### config.mk
export PLATFORM = sky130hd
export DESIGN_NAME = booth_multiplier
export DESIGN_NICKNAME = d
export VERILOG_FILES = /design/src/rtl/booth_multiplier.sv
export SDC_FILE = /design/constraint.sdc
export NUM_CORES = 1
export LEC_CHECK = 0
export BUFFER_PORTS_ARGS = -buffer_cell sky130_fd_sc_hd__buf_2
export CORE_UTILIZATION = 60
export DETAILED_ROUTE_END_ITERATION = 8
export PLACE_DENSITY = 0.83
export REMOVE_ABC_BUFFERS = 1
export SYNTH_ARGS = -nofsm -noshare
export SYNTH_HDL_FRONTEND = slang
export SYNTH_SLANG_ARGS = --single-unit
export TNS_END_PERCENT = 30
### constraint.sdc
create_clock -name clk -period 4.8 [get_ports clk]
set_clock_uncertainty 0.05 [all_clocks]
set_input_delay 0.96 -clock clk [delete_from_list [all_inputs] [get_ports clk]]
set_output_delay 0.96 -clock clk [all_outputs]
set_load 0.1 [all_outputs]
### src/rtl/booth_multiplier.sv
// -----------------------------------------------------------------------------
// booth_multiplier
//   Sequential signed radix-2 Booth multiplier. A start pulse in IDLE latches
//   two WIDTH-bit two's-complement operands; one Booth step runs per clock for
//   WIDTH clocks. The 2*WIDTH-bit signed product is then presented together
//   with a one-cycle done pulse.
//
// Parameters
//   WIDTH    operand width in bits (>= 2); the product is 2*WIDTH bits
//
// Ports
//   clk      in   1          rising-edge clock
//   rst      in   1          synchronous reset, active-high
//   start    in   1          request; sampled only while idle
//   M        in   WIDTH      multiplicand, signed, latched on accepted start
//   Q        in   WIDTH      multiplier, signed, latched on accepted start
//   busy     out  1          high while iterating
//   done     out  1          one-cycle pulse, product valid
//   product  out  2*WIDTH    signed M*Q, held until the next completion
// -----------------------------------------------------------------------------
module booth_multiplier #(
    parameter int WIDTH = 4
) (
    input  logic                 clk,
    input  logic                 rst,
    input  logic                 start,
    input  logic [WIDTH-1:0]     M,
    input  logic [WIDTH-1:0]     Q,
    output logic                 busy,
    output logic                 done,
    output logic [2*WIDTH-1:0]   product
);

    localparam int CW = $clog2(WIDTH + 1);

    typedef enum logic {
        IDLE = 1'b0,
        CALC = 1'b1
    } state_t;

    state_t             state;
    logic [WIDTH-1:0]   m_reg;
    logic [WIDTH-1:0]   q_reg;
    // One guard bit above WIDTH so that subtracting the most negative
    // multiplicand cannot overflow the partial accumulator.
    logic [WIDTH:0]     a_reg;
    logic               q_m1;
    logic [CW-1:0]      count;

    // Combinational Booth step on the current registers.
    logic [WIDTH:0]     m_ext;
    logic [WIDTH:0]     a_sum;
    logic [WIDTH:0]     a_next;
    logic [WIDTH-1:0]   q_next;

    // NOTE: every signal driven here gets a default first, so no path through
    // the case leaves a value unassigned and no latch is inferred.
    always_comb begin
        m_ext = {m_reg[WIDTH-1], m_reg};
        a_sum = a_reg;
        unique case ({q_reg[0], q_m1})
            2'b01:   a_sum = a_reg + m_ext;
            2'b10:   a_sum = a_reg - m_ext;
            default: a_sum = a_reg;
        endcase
        // Arithmetic shift right of {A, Q, q_m1}; the bit that falls out of
        // A moves into the top of Q, and A's sign bit is replicated.
        a_next = {a_sum[WIDTH], a_sum[WIDTH:1]};
        q_next = {a_sum[0], q_reg[WIDTH-1:1]};
    end

    // NOTE: state registers are written with non-blocking assignments so all
    // of them update from the same pre-edge values, independent of statement
    // order.
    always_ff @(posedge clk) begin
        if (rst) begin
            state   <= IDLE;
            m_reg   <= '0;
            q_reg   <= '0;
            a_reg   <= '0;
            q_m1    <= 1'b0;
            count   <= '0;
            busy    <= 1'b0;
            done    <= 1'b0;
            product <= '0;
        end else begin
            done <= 1'b0;
            unique case (state)
                IDLE: begin
                    if (start) begin
                        m_reg <= M;
                        q_reg <= Q;
                        a_reg <= '0;
                        q_m1  <= 1'b0;
                        count <= CW'(WIDTH);
                        busy  <= 1'b1;
                        state <= CALC;
                    end
                end
                CALC: begin
                    a_reg <= a_next;
                    q_reg <= q_next;
                    q_m1  <= q_reg[0];
                    count <= count - 1'b1;
                    if (count == CW'(1)) begin
                        // The guard bit of A is dropped: the true product
                        // always fits in 2*WIDTH signed bits.
                        product <= {a_next[WIDTH-1:0], q_next};
                        done    <= 1'b1;
                        busy    <= 1'b0;
                        state   <= IDLE;
                    end
                end
                default: state <= IDLE;
            endcase
        end
    end

endmodule
Yosys cells after proc, flatten, opt, wreduce, memory -nomap -nowiden
Cells that the tools add are included.
{"block": "op_classes", "n_bitwise": 1, "eq_ne": 5, "add_sub_neg": 3, "mux": 16, "reduce_logical": 4}
{"cell": "$pmux W5 S2", "count": 2}
{"cell": "$pmux W4 S2", "count": 1}
{"cell": "$mux W1", "count": 6}
{"cell": "$pmux W1 S2", "count": 3}
{"cell": "$pmux W3 S2", "count": 1}
{"cell": "$reduce_and A2 Y1", "count": 3}
{"cell": "$add A5 B5 Y5", "count": 1}
{"cell": "$mux W5", "count": 1}
{"cell": "$sub A5 B5 Y5", "count": 1}
{"cell": "$mux W4", "count": 1}
{"cell": "$eq A3 B1 Y1 const B", "count": 1}
{"cell": "$mux W3", "count": 1}
{"cell": "$sub A3 B1 Y3 const B", "count": 1}
{"cell": "$eq A2 B1 Y1 const B", "count": 1}
{"cell": "$eq A2 B2 Y1 const B", "count": 1}
{"cell": "$ne A2 B1 Y1 const B", "count": 1}
{"cell": "$ne A2 B2 Y1 const B", "count": 1}
{"cell": "$reduce_or A2 Y1", "count": 1}
{"cell": "$not A1 Y1", "count": 1}
{"block": "word_totals", "ff_bits": 28, "output_inout_bits": 10}

Longest topological paths before layout
Gate-level depths: netlist of run 1.
{"block": "logic_depth", "depth_word": 3, "depth_mapped": 10}

Least setup slack after synthesis of run 1
OpenSTA, ideal clock, no wires.
{"block": "synth_timing", "path_type": "reg2reg", "start": "reg m_reg[0]", "end": "reg product[7]", "path_slack_ns": 2.499, "period_less_slack_ns": 2.301, "path_buffers": 0, "stages_incl_launch_ff": 10, "setup_time_ns": 0.062, "t_arrival_ns": 2.189, "required_time_ns": 4.688, "cell_sequence": "dfxtp_1 inv_1 ha_1 mux2_2 fa_1 nand2b_1 a21oi_4 xnor2_2 mux2_4 nand3_2"}
{"block": "synth_via", "elab_chain_len": 2, "elab_cells_between_ends": 3}
{"item": "start, declared", "line_no": "42", "text": "logic [WIDTH-1:0] m_reg;"}
{"item": "start signal, assigned", "line_no": "78", "text": "m_reg <= '0;"}
{"item": "start signal, assigned", "line_no": "91", "text": "m_reg <= M;"}
{"item": "$sub A5 B5 Y5 / $add A5 B5 Y5 (equally long branches)", "line_no": "63, 62"}
{"item": "$pmux W5 S2 *", "line_no": "61", "text": "unique case ({q_reg[0], q_m1})"}
{"item": "end signal, assigned", "line_no": "108", "text": "product <= {a_next[WIDTH-1:0], q_next};"}
{"item": "end, declared", "line_no": "31", "text": "output logic [2*WIDTH-1:0] product"}
Every way passes the cells marked *; elsewhere a longest branch is shown, timed or not.
A chain may end at the register's enable or synchronous reset.

Worst setup path after layout of run 1
Same ends and word-level chain as after synthesis.

==> impl_results.md, run 1 <==
- Antenna-violating nets left: 0
- Wire length on met3: 77 µm
- Critical Path Slowest Stage Cell: fa_1
- Status: completed
- Vias per inst: 5.47
- Ys flop type: dfxtp_1
- Ys Warns: 0
- Worst-Skew Late Latency: 0.33 ns
- Post-CTS setup buffer count: 0
- Total power: 0.459 mW
- Port-buffer cells: 20
- Top layer reached by signal wires: met4
- Largest Register: product
- Area grow syn2layout: 8.78%
- CTS Root Cell: clkbuf_4
- Hold Path Class: flip-flop to flip-flop
- Core area: between 2000 and 2500 µm²
- Htree depth: 1
- Worst EP arrival: ~2.7 ns
- First drt pass iteration count: 5
- Area contributors post-synth: dfxtp_1 38%, nor2_1 7.2%, ha_1 7.1%
- Final TNS setup: 0 ns
- Critical Path, Cell by Cell: inv_1 -> ha_1 -> mux2_2 -> fa_1 -> nand2b_1 -> a21oi_4 -> xnor2_2 -> mux2_4 -> nand3_2
- Cell Pwr Density: 299 nW/µm²
- Final non-filler cell total: 200
- WL final: 2.66 mm
- Fraction of layout cells with a size suffix above 1: 19.2%
- Crit Path Class: flip-flop to flip-flop
- Pin count of the biggest net entering global routing: 28
- Post-Syn Area: 1410 µm²
- RSZ-0062 raised after global routing: no
- Number of flip-flops in the largest register: 8
- Max-slew violation count: 0
- Worst-path clk slew: 0.15 ns
- Worst-Margin Slew: between 0.6 and 0.7 ns
- Initial drt markers: 21
- Via count: 1093
- CP Max Fanout: 3
- Tmin final: 2.45 ns
- CTS hold repair buffers: 0
- Starting density of the core: 63.8%
- # clock sinks: 27
- Seq/Total Area, Yosys: about two fifths
- Cells after synthesis: ~160
- Cell taking the most area after synthesis: dfxtp_1
- FP Rows: 17
- DP Area: 1510 µm²
- Die area: 2550 µm²
- Number of max-cap violations: 0
- WHS: 0.435 ns
- Cell area after layout: 1540 µm²
- Syn_area_per_cell: 8.99 µm²
- Fin util: 69.4%
- Final Cycle Share: 51.1%
- WP data required: 5.04 ns
- Final setup vio count: 0
- Max incr delay on CP: 0.43 ns
- Synthesis-stage register bit count: 27
- Post-synth EDFFs: 0
- Number of CTS-inserted buffers: 3
- Asr flop ratio synth: 0%
- Post-CTS sizing: 0
- GP Congestion: 0.842
- CTS Buffer Depth: 2
- DR DRC count: 0
- Final #Nets: slightly below 200
- Total congestion overflow: 0
- Cells after DPL: 196
- WL per Instance: between 10 and 15 µm
- Most frequent cells in the layout: 27 x nor2_1, 27 x dfxtp_1, 20 x buf_2
- Final Hold Vio Count: 0
- PnR worst setup slack: 2.35 ns
- Worst rel slew slack: 57.7%
- Dpl ws: 2.38 ns
- Crit. End Element: flip-flop
- Worst IR drop on VDD: 0.000256 V
- Cell variety after synth: 38
- Leak Pwr: 0.701 nW
- Share of the synthesized area in the top cell type: 38.3%
- First-pass GRT wire length: 4.49 mm
- Post-DP HPWL: 1.94 mm
- Antenna violations before repair: 0
- Tot GR Track Use: 24.1%
- TritonCTS clock tree: yes
- Met2 routed WL: 1.29 mm
- Worst setup SP type: flip-flop
- Diodes inserted: 0
- Vias in the first global route: 1033
- I/O pin total: 21
- Die width: 50.5 µm
- Achievable Freq: 408 MHz
- Die H: a little over 50 µm
- WL met1: 1.24 mm
==> critical path, delay by kind of cell, from the launching register on <==
family / cells / cell delay [ns]
xor+xnor: 1 / 0.15
fa+ha+maj: 2 / 0.72
compound gates: 1 / 0.15
simple gates: 2 / 0.27
mux: 2 / 0.61
flops: 1 / 0.39
buf+inv: 1 / 0.08
==> synth_stat cells (2+ instances only) <==
cell type  number
a31oi_1         2
nand3_1         3
nand3b_1        2
nor2b_1         5
o21ai_0         2
buf_4           2
nor3_1          4
clkbuf_1        4
buf_2           3
nand2b_1        4
nor2_1         27
inv_1          10
xnor2_1         3
nand2_1         4
ha_1            8
a22o_1          6
mux2i_1        10
dfxtp_1        27
nor3b_1         2
a21oi_1        11
==> per-layer routing <==
layer | track usage (%) | up-vias
met4 | 10.6 | 0
li1 | - | 561
met1 | 28.8 | 500
met2 | 42.0 | 25
met5 | 0 | -
met3 | 3.94 | 7
==> layout make-up <==
class,instances,area (µm²)
timing repair buffer,21,108
tap,28,35.0
inverter,10,37.5
fill,190,677
clock inverter,1,7.51
multi-input combinational,110,785
sequential,27,541
clock buffer,3,22.5
==> worst paths after layout <==
path / start / slack (ns) / end / cells past startpoint
max: m_reg[0]$_SDFFE_PP0P_ / 2.35 / product[7]$_SDFFE_PP0P_ / 9
min: busy$_SDFFE_PP0P_ / 0.44 / busy$_SDFFE_PP0P_ / 1
max reg2reg: m_reg[0]$_SDFFE_PP0P_ / 2.35 / product[7]$_SDFFE_PP0P_ / 9
min reg2reg: busy$_SDFFE_PP0P_ / 0.44 / busy$_SDFFE_PP0P_ / 1
==> kinds of logic (layout without fill, tap and decap cells) <==
family                   after synthesis  in the layout  synth area share (%)
AO/OA/AOI/OAI                         27             27                  13.4
XOR/XNOR                               5              5                  3.64
adder cells (fa/ha/maj)                9              9                  8.51
buffers and inverters                 20             35                  6.12
flip-flops                            27             27                  38.3
multiplexers                          12             12                  8.95
AND/OR/NAND/NOR                       57             57                  21.1
==> where the power goes <==
group | switching, mW | leakage, nW | internal, mW
clock | 0.0721 | 0.0139 | 0.0320
combinational | 0.0661 | 0.467 | 0.0476
sequential | 0.00730 | 0.220 | 0.234
Power figures use the tool's default switching activity.
==> inputs of run 2 (changes only) <==
- ABC_AREA: not set -> 1
- CORE_UTILIZATION: 60 -> 55
- PLACE_DENSITY: 0.83 -> 0.78
- clock period: 4.8 -> 2.4 ns (I/O delays scaled with it)
==> run 2 against run 1 <==
Effect of this change:
- cell area decreased by 0.33%
- first-iteration DRC count fell by 19%
- sequential cell count did not move
- cell count up 15%
- worst hold slack worse by 0.10 ns
- largest cell class unchanged
- largest power group unchanged
- highest routed layer unchanged
==> impl_results.md, run 2 <==
- Synthesis-stage register bit count: 27
- WL per Instance: 11.1 µm
- Most used cell, CP: nand2_1
- Worst rel slew slack: around 67%
- Fraction of layout cells with a size suffix above 1: 21.8%
- Share of the synthesized area in the top cell type: 39.2%
- Max-slew violation count: 0
- FP Rows: 17
- Htree depth: 1
- Worst setup SP type: flip-flop
- Worst-path clk slew: about 0.14 ns
- Critical Path, Cell by Cell: inv_1 -> ha_2 -> a31oi_1 -> xor2_1 -> inv_1 -> ha_1 -> nand2_1 -> nand2_1 -> nor2_1 -> nand2_2 -> nand3_2 -> nand2_1 -> nand2_1 -> nand2_1 -> a21oi_2
- Port-buffer cells: 20
- Fillers: 209
- Antenna-violating nets left: 0
- Flop pwr share: 53.4%
- Cell Pwr Density: 595 nW/µm²
- Final TNS setup: 0 ns
- Final #Nets: 223
- Sw Ratio: 32.1%
- RSZ-0062 raised after global routing: no
- Sw Pwr: between 0.2 and 0.3 mW
- Cell variety after synth: 28
- Leak Pwr: roughly 0.73 nW
- GP Congestion: about 0.82
- CTS hold repair buffers: 0
- Die area: about 2700 µm²
- Number of flip-flops in the largest register: 8
- Final Hold Vio Count: 0
- Max incr delay on CP: 0.35 ns
- Core area: approximately 2300 µm²
- Post-CTS sizing: 0
- CP Max Fanout: 7
- Vias in the first global route: between 1000 and 1500
- Asr flop ratio synth: 0%
- Final setup vio count: 0
- Synth cell count leaders: 41 x nand2_1, 27 x dfxtp_1, 20 x inv_1
- Die width: 52.1 µm
- Antenna violations before repair: 0
- Power share of the clock group: 21.1%
- Ys Warns: 0
- Internal: 0.619 mW
- First drt pass iteration count: 4
- Achievable Freq: 466 MHz
- Worst IR drop on VDD: about 0.00044 V
- CTS Root Cell: clkbuf_4
- Cells after synthesis: 180
- TritonCTS clock tree: yes
- Most common cell after layout, fill and taps aside: nand2_1
- Diodes inserted: 0
- Tot GR Track Use: 21.9%
- Cell taking the most area after synthesis: dfxtp_1
- Pin count of the biggest net entering global routing: 19
- Post-CTS setup buffer count: 0
- Tmin final: 2.14 ns
- Total congestion overflow: 0
- Largest Register: product
- Crit Path Class: flip-flop to flip-flop
- Initial drt markers: 17
- Area grow syn2layout: 10.9%
- Number of CTS-inserted buffers: 3
- Most frequent cells in the layout: 41 x nand2_1, 27 x dfxtp_1, 20 x inv_1, 20 x buf_2
- Logic pwr share: 25.5%
- I/O pin total: 21
- Post-Syn Area: 1380 µm²
- DR DRC count: 0
- Die H: between 50 and 60 µm
- CTS Buffer Depth: 2
- Worst-Skew Late Latency: 0.32 ns
- Dpl ws: about 0.2 ns
- # clock sinks: 27
- Ys flop type: dfxtp_1
- Syn_area_per_cell: 7.67 µm²
- Hold Path Class: primary input to flip-flop
- WP data required: 2.62 ns
- PnR worst setup slack: 0.255 ns
- Final Cycle Share: approximately nine tenths
- WL final: about 2.6 mm
- Area contributors post-synth: dfxtp_1 39%, nand2_1 11%, ha_1 7.3%
- Most frequent cell after synthesis: nand2_1
- Vias per inst: 5.19
- Crit. End Element: flip-flop
- Critical Path Slowest Stage Cell: dfxtp_1
- Seq/Total Area, Yosys: 39.2%
- Post-synth EDFFs: 0
- Worst EP arrival: 2.36 ns
- Starting density of the core: 60.1%
- Status: completed
- First-pass GRT wire length: between 4 and 5 mm
- Via count: ~1200
- Worst-Margin Slew: around 0.49 ns
- Post-DP HPWL: 2.03 mm
- Number of max-cap violations: 0
-- run 2: cell count changes in the layout (fill, tap and decap cells not counted), sizes merged, moves of 5 or more --
| cell | before | now |
|---|---|---|
| inv | 10 | 28 |
| o21ai | 2 | 14 |
| nand2 | 4 | 44 |
| nand3 | 4 | 14 |
| nor2b | 5 | 0 |
| a22o | 6 | 0 |
| nor2 | 28 | 15 |
| mux2i | 10 | 0 |
-- run 2: kinds of logic after synthesis --
logic type	Yosys count	synth area share, %
AOI/OAI and AO/OA	33	13.7
DFF	27	39.2
adders and majority gates	9	8.70
buffers and inverters	31	9.16
and+or+nand+nor	78	28.0
xor gates and xnor gates	2	1.27
-- run 2: path summary, 6_finish.rpt --
check / from / slack, ns / end / cells after the start
setup / recovery: q_m1$_SDFFE_PP0P_ / 0.26 / a_reg[3]$_SDFFE_PP0P_ / 15
hold / removal: M[3] / 0.33 / m_reg[3]$_SDFFE_PP0P_ / 3
setup reg to reg: q_m1$_SDFFE_PP0P_ / 0.26 / a_reg[3]$_SDFFE_PP0P_ / 15
hold reg to reg: q_m1$_SDFFE_PP0P_ / 0.43 / q_m1$_SDFFE_PP0P_ / 2
-- run 2: cell type report --
class / count / area, µm² / area share [%]
tap: 28 / 35.0 / 2.29
timing repair buffer: 21 / 108 / 7.03
clock buffer: 4 / 26.3 / 1.72
sequential: 27 / 541 / 35.3
multi-input combinational: 122 / 716 / 46.8
inverter: 28 / 105 / 6.87
-- run 2: metrics by stage --
stage	hold slack, ns	instances	power (mW)	util [%]	instance area [µm²]
6_report	0.332	230	0.911	66.6	1530
5_1_grt	0.343	230	0.968	66.6	1530
4_1_cts	0.328	230	0.914	66.5	1530
3_5_place_dp	0.406	226	0.728	65.4	1500
3_3_place_gp	0.397	226	0.721	65.4	1500
2_1_floorplan	0.383	177	0.675	-	1360
-- run 2: metal layers --
| metal | global-route usage (%) | wire length, µm | vias to the layer above |
|---|---|---|---|
| met1 | 26.5 | 1130 | 526 |
| met2 | 38.0 | 1240 | 36 |
| met4 | 4.50 | 9 | 0 |
| met3 | 6.14 | 171 | 2 |
| li1 | - | - | 630 |
| met5 | 0 | 0 | - |
-- run 2: worst max-delay path, delay by kind of cell (launching register included) --
family | cells | cell delay [ns]
xor gates and xnor gates | 1 | 0.16
buffers and inverters | 2 | 0.10
adders and majority gates | 2 | 0.53
DFF | 1 | 0.35
AOI/OAI and AO/OA | 2 | 0.30
and+or+nand+nor | 8 | 0.58
-- run 2: power by group through the flow --
stage | Combinational [mW] | Sequential (mW) | Clock [mW]
2_1_floorplan | 0.157 | 0.518 | 0
3_3_place_gp | 0.225 | 0.496 | 0
3_5_place_dp | 0.231 | 0.496 | 0
4_1_cts | 0.233 | 0.486 | 0.195
5_1_grt | 0.264 | 0.490 | 0.214
6_report | 0.232 | 0.487 | 0.192
==> inputs of run 3 (changes only) <==
- clock period: 2.4 -> 2.3 ns (I/O delays scaled with it)
==> run 3 against run 2 <==
Effect of this change:
- count of clock-buffer cells in the layout is 1 lower
- sequential power is 4.5% higher
- core utilization is 1.1 points higher
- critical endpoint unchanged
- largest cell class unchanged
==> impl_results.md, run 3 (synthesis gave the netlist of run 2 again) <==
- CTS Root Cell: clkbuf_4
- First-pass GRT wire length: 4.44 mm
- First drt pass iteration count: 4
- I/O pin total: 21
- Met2 routed WL: 1.28 mm
- FP Rows: 17
- Critical Path Slowest Stage Cell: fa_1
- Diodes inserted: 0
- Number of flip-flops in the largest register: 8
- Worst rel slew slack: 67.6%
- TritonCTS clock tree: yes
- Number of max-cap violations: 0
- Worst-Margin Slew: roughly 0.49 ns
- Die H: 52.1 µm
- Number of CTS-inserted buffers: 3
- Core area: 2300 µm²
- CP Max Fanout: 3
- Most common cell after layout, fill and taps aside: nand2_1
- R2R Setup Slk: between 0.15 and 0.2 ns
- WP data required: 2.52 ns
- Post-CTS sizing: 0
- Fillers: 192
- Most used cell, CP: nand2_1
- GP Congestion: 0.820
- Fraction of layout cells with a size suffix above 1: 24.3%
- Post-DP HPWL: between 2 and 2.5 mm
- Final TNS setup: 0 ns
- Pin count of the biggest net entering global routing: 19
- Max-slew violation count: 0
- Final #Nets: 223
- CTS Buffer Depth: 2
- Vias per inst: 5.29
- Crit-path leading delay family: adder cells
- Largest Register: product
- Die width: 52.1 µm
- Area grow syn2layout: 12.8%
- # clock sinks: 27
- DR DRC count: 0
- Max incr delay on CP: 0.47 ns
- Antenna-violating nets left: 0
- Worst EP arrival: ~2.4 ns
- Worst IR drop on VDD: 0.000458 V
- Worst-path clk slew: 0.14 ns
- Cell Pwr Density: about 630 nW/µm²
- Status: completed
- Total congestion overflow: 0
- Critical Path, Cell by Cell: inv_1 -> ha_1 -> inv_1 -> o21ai_0 -> fa_1 -> nand3b_1 -> nand2_1 -> nand2_2 -> nand3_2 -> nand2_1 -> nand2_1 -> nand2_1 -> a21oi_2
- WL met1: between 1 and 1.5 mm
- WL per Instance: 11.5 µm
- Final Hold Vio Count: 0
- Sum of buffers and inverters on the critical path: 2
- CTS hold repair buffers: 0
- Vias in the first global route: roughly 1100
- Most frequent cells in the layout: 41 x nand2_1, 26 x dfxtp_1, 20 x inv_1, 20 x buf_2, 12 x nand3_1
- Worst setup SP type: flip-flop
- Port-buffer cells: 20
- Via count: 1216
- Hold Path Class: primary input to flip-flop
- Achievable Freq: approximately 470 MHz
- WL final: 2.64 mm
- Post-CTS setup buffer count: 0
- Die area: 2710 µm²
- Crit Path Class: flip-flop to flip-flop
- Htree depth: 1
- Final Cycle Share: 92.9%
- Final setup vio count: 0
- Tot GR Track Use: 22.2%
- Crit. End Element: flip-flop
- Tmin final: about 2.1 ns
- Initial drt markers: 17
- Antenna violations before repair: 0
- Fin util: 67.8%
- Leak Pwr: 0.731 nW
- Wire length on met3: 103 µm
- Worst-Skew Late Latency: 0.33 ns
- Starting density of the core: 60.1%
- RSZ-0062 raised after global routing: no
- Top layer reached by signal wires: met4
run 3: power breakdown:
group,switching (mW),leakage [nW],internal [mW]
logic,0.159,0.496,0.0933
clock network,0.146,0.0139,0.0666
registers,0.0177,0.221,0.491
run 3: final cells by class:
| class | count | area [µm²] | area share, % |
|---|---|---|---|
| timing repair buffer | 21 | 108 | 6.91 |
| tap | 28 | 35.0 | 2.25 |
| sequential | 27 | 542 | 34.8 |
| clock inverter | 1 | 7.51 | 0.482 |
| clock buffer | 3 | 22.5 | 1.45 |
| multi-input combinational | 122 | 737 | 47.3 |
| inverter | 28 | 105 | 6.75 |
run 3: metrics by stage:
step | instances | worst slack, ns | power (mW) | instance area, µm² | hold WS [ns]
3_5_place_dp | 226 | 0.0838 | 0.759 | 1500 | 0.405
5_1_grt | 230 | 0.00989 | 1.03 | 1560 | 0.316
6_report | 230 | 0.163 | 0.974 | 1560 | 0.309
4_1_cts | 230 | 0.0369 | 0.968 | 1530 | 0.302
3_3_place_gp | 226 | 0.152 | 0.752 | 1500 | 0.397
2_1_floorplan | 177 | 0.272 | 0.704 | 1360 | 0.383
run 3: worst reg2reg max path, cell delays in order (launching register included):
cell	delay (ns)
dfxtp_1	0.36
inv_1	0.08
ha_1	0.29
inv_1	0.05
o21ai_0	0.12
fa_1	0.47
nand3b_1	0.17
nand2_1	0.08
nand2_2	0.06
nand3_2	0.05
nand2_1	0.04
nand2_1	0.08
nand2_1	0.06
a21oi_2	0.12
run 3: final timing paths:
check,endpoint,cells after the start,startpoint
setup / recovery,a_reg[3]$_SDFFE_PP0P_,13,m_reg[0]$_SDFFE_PP0P_
hold / removal,m_reg[3]$_SDFFE_PP0P_,3,M[3]
setup reg to reg,a_reg[3]$_SDFFE_PP0P_,13,m_reg[0]$_SDFFE_PP0P_
hold reg to reg,q_m1$_SDFFE_PP0P_,2,q_m1$_SDFFE_PP0P_
run 3: metal layers:
| metal | vias up | global-route usage (%) |
|---|---|---|
| met5 | - | 0 |
| met4 | 0 | 10.8 |
| met3 | 4 | 2.63 |
| met2 | 35 | 36.8 |
| met1 | 544 | 28.1 |
| li1 | 633 | - |
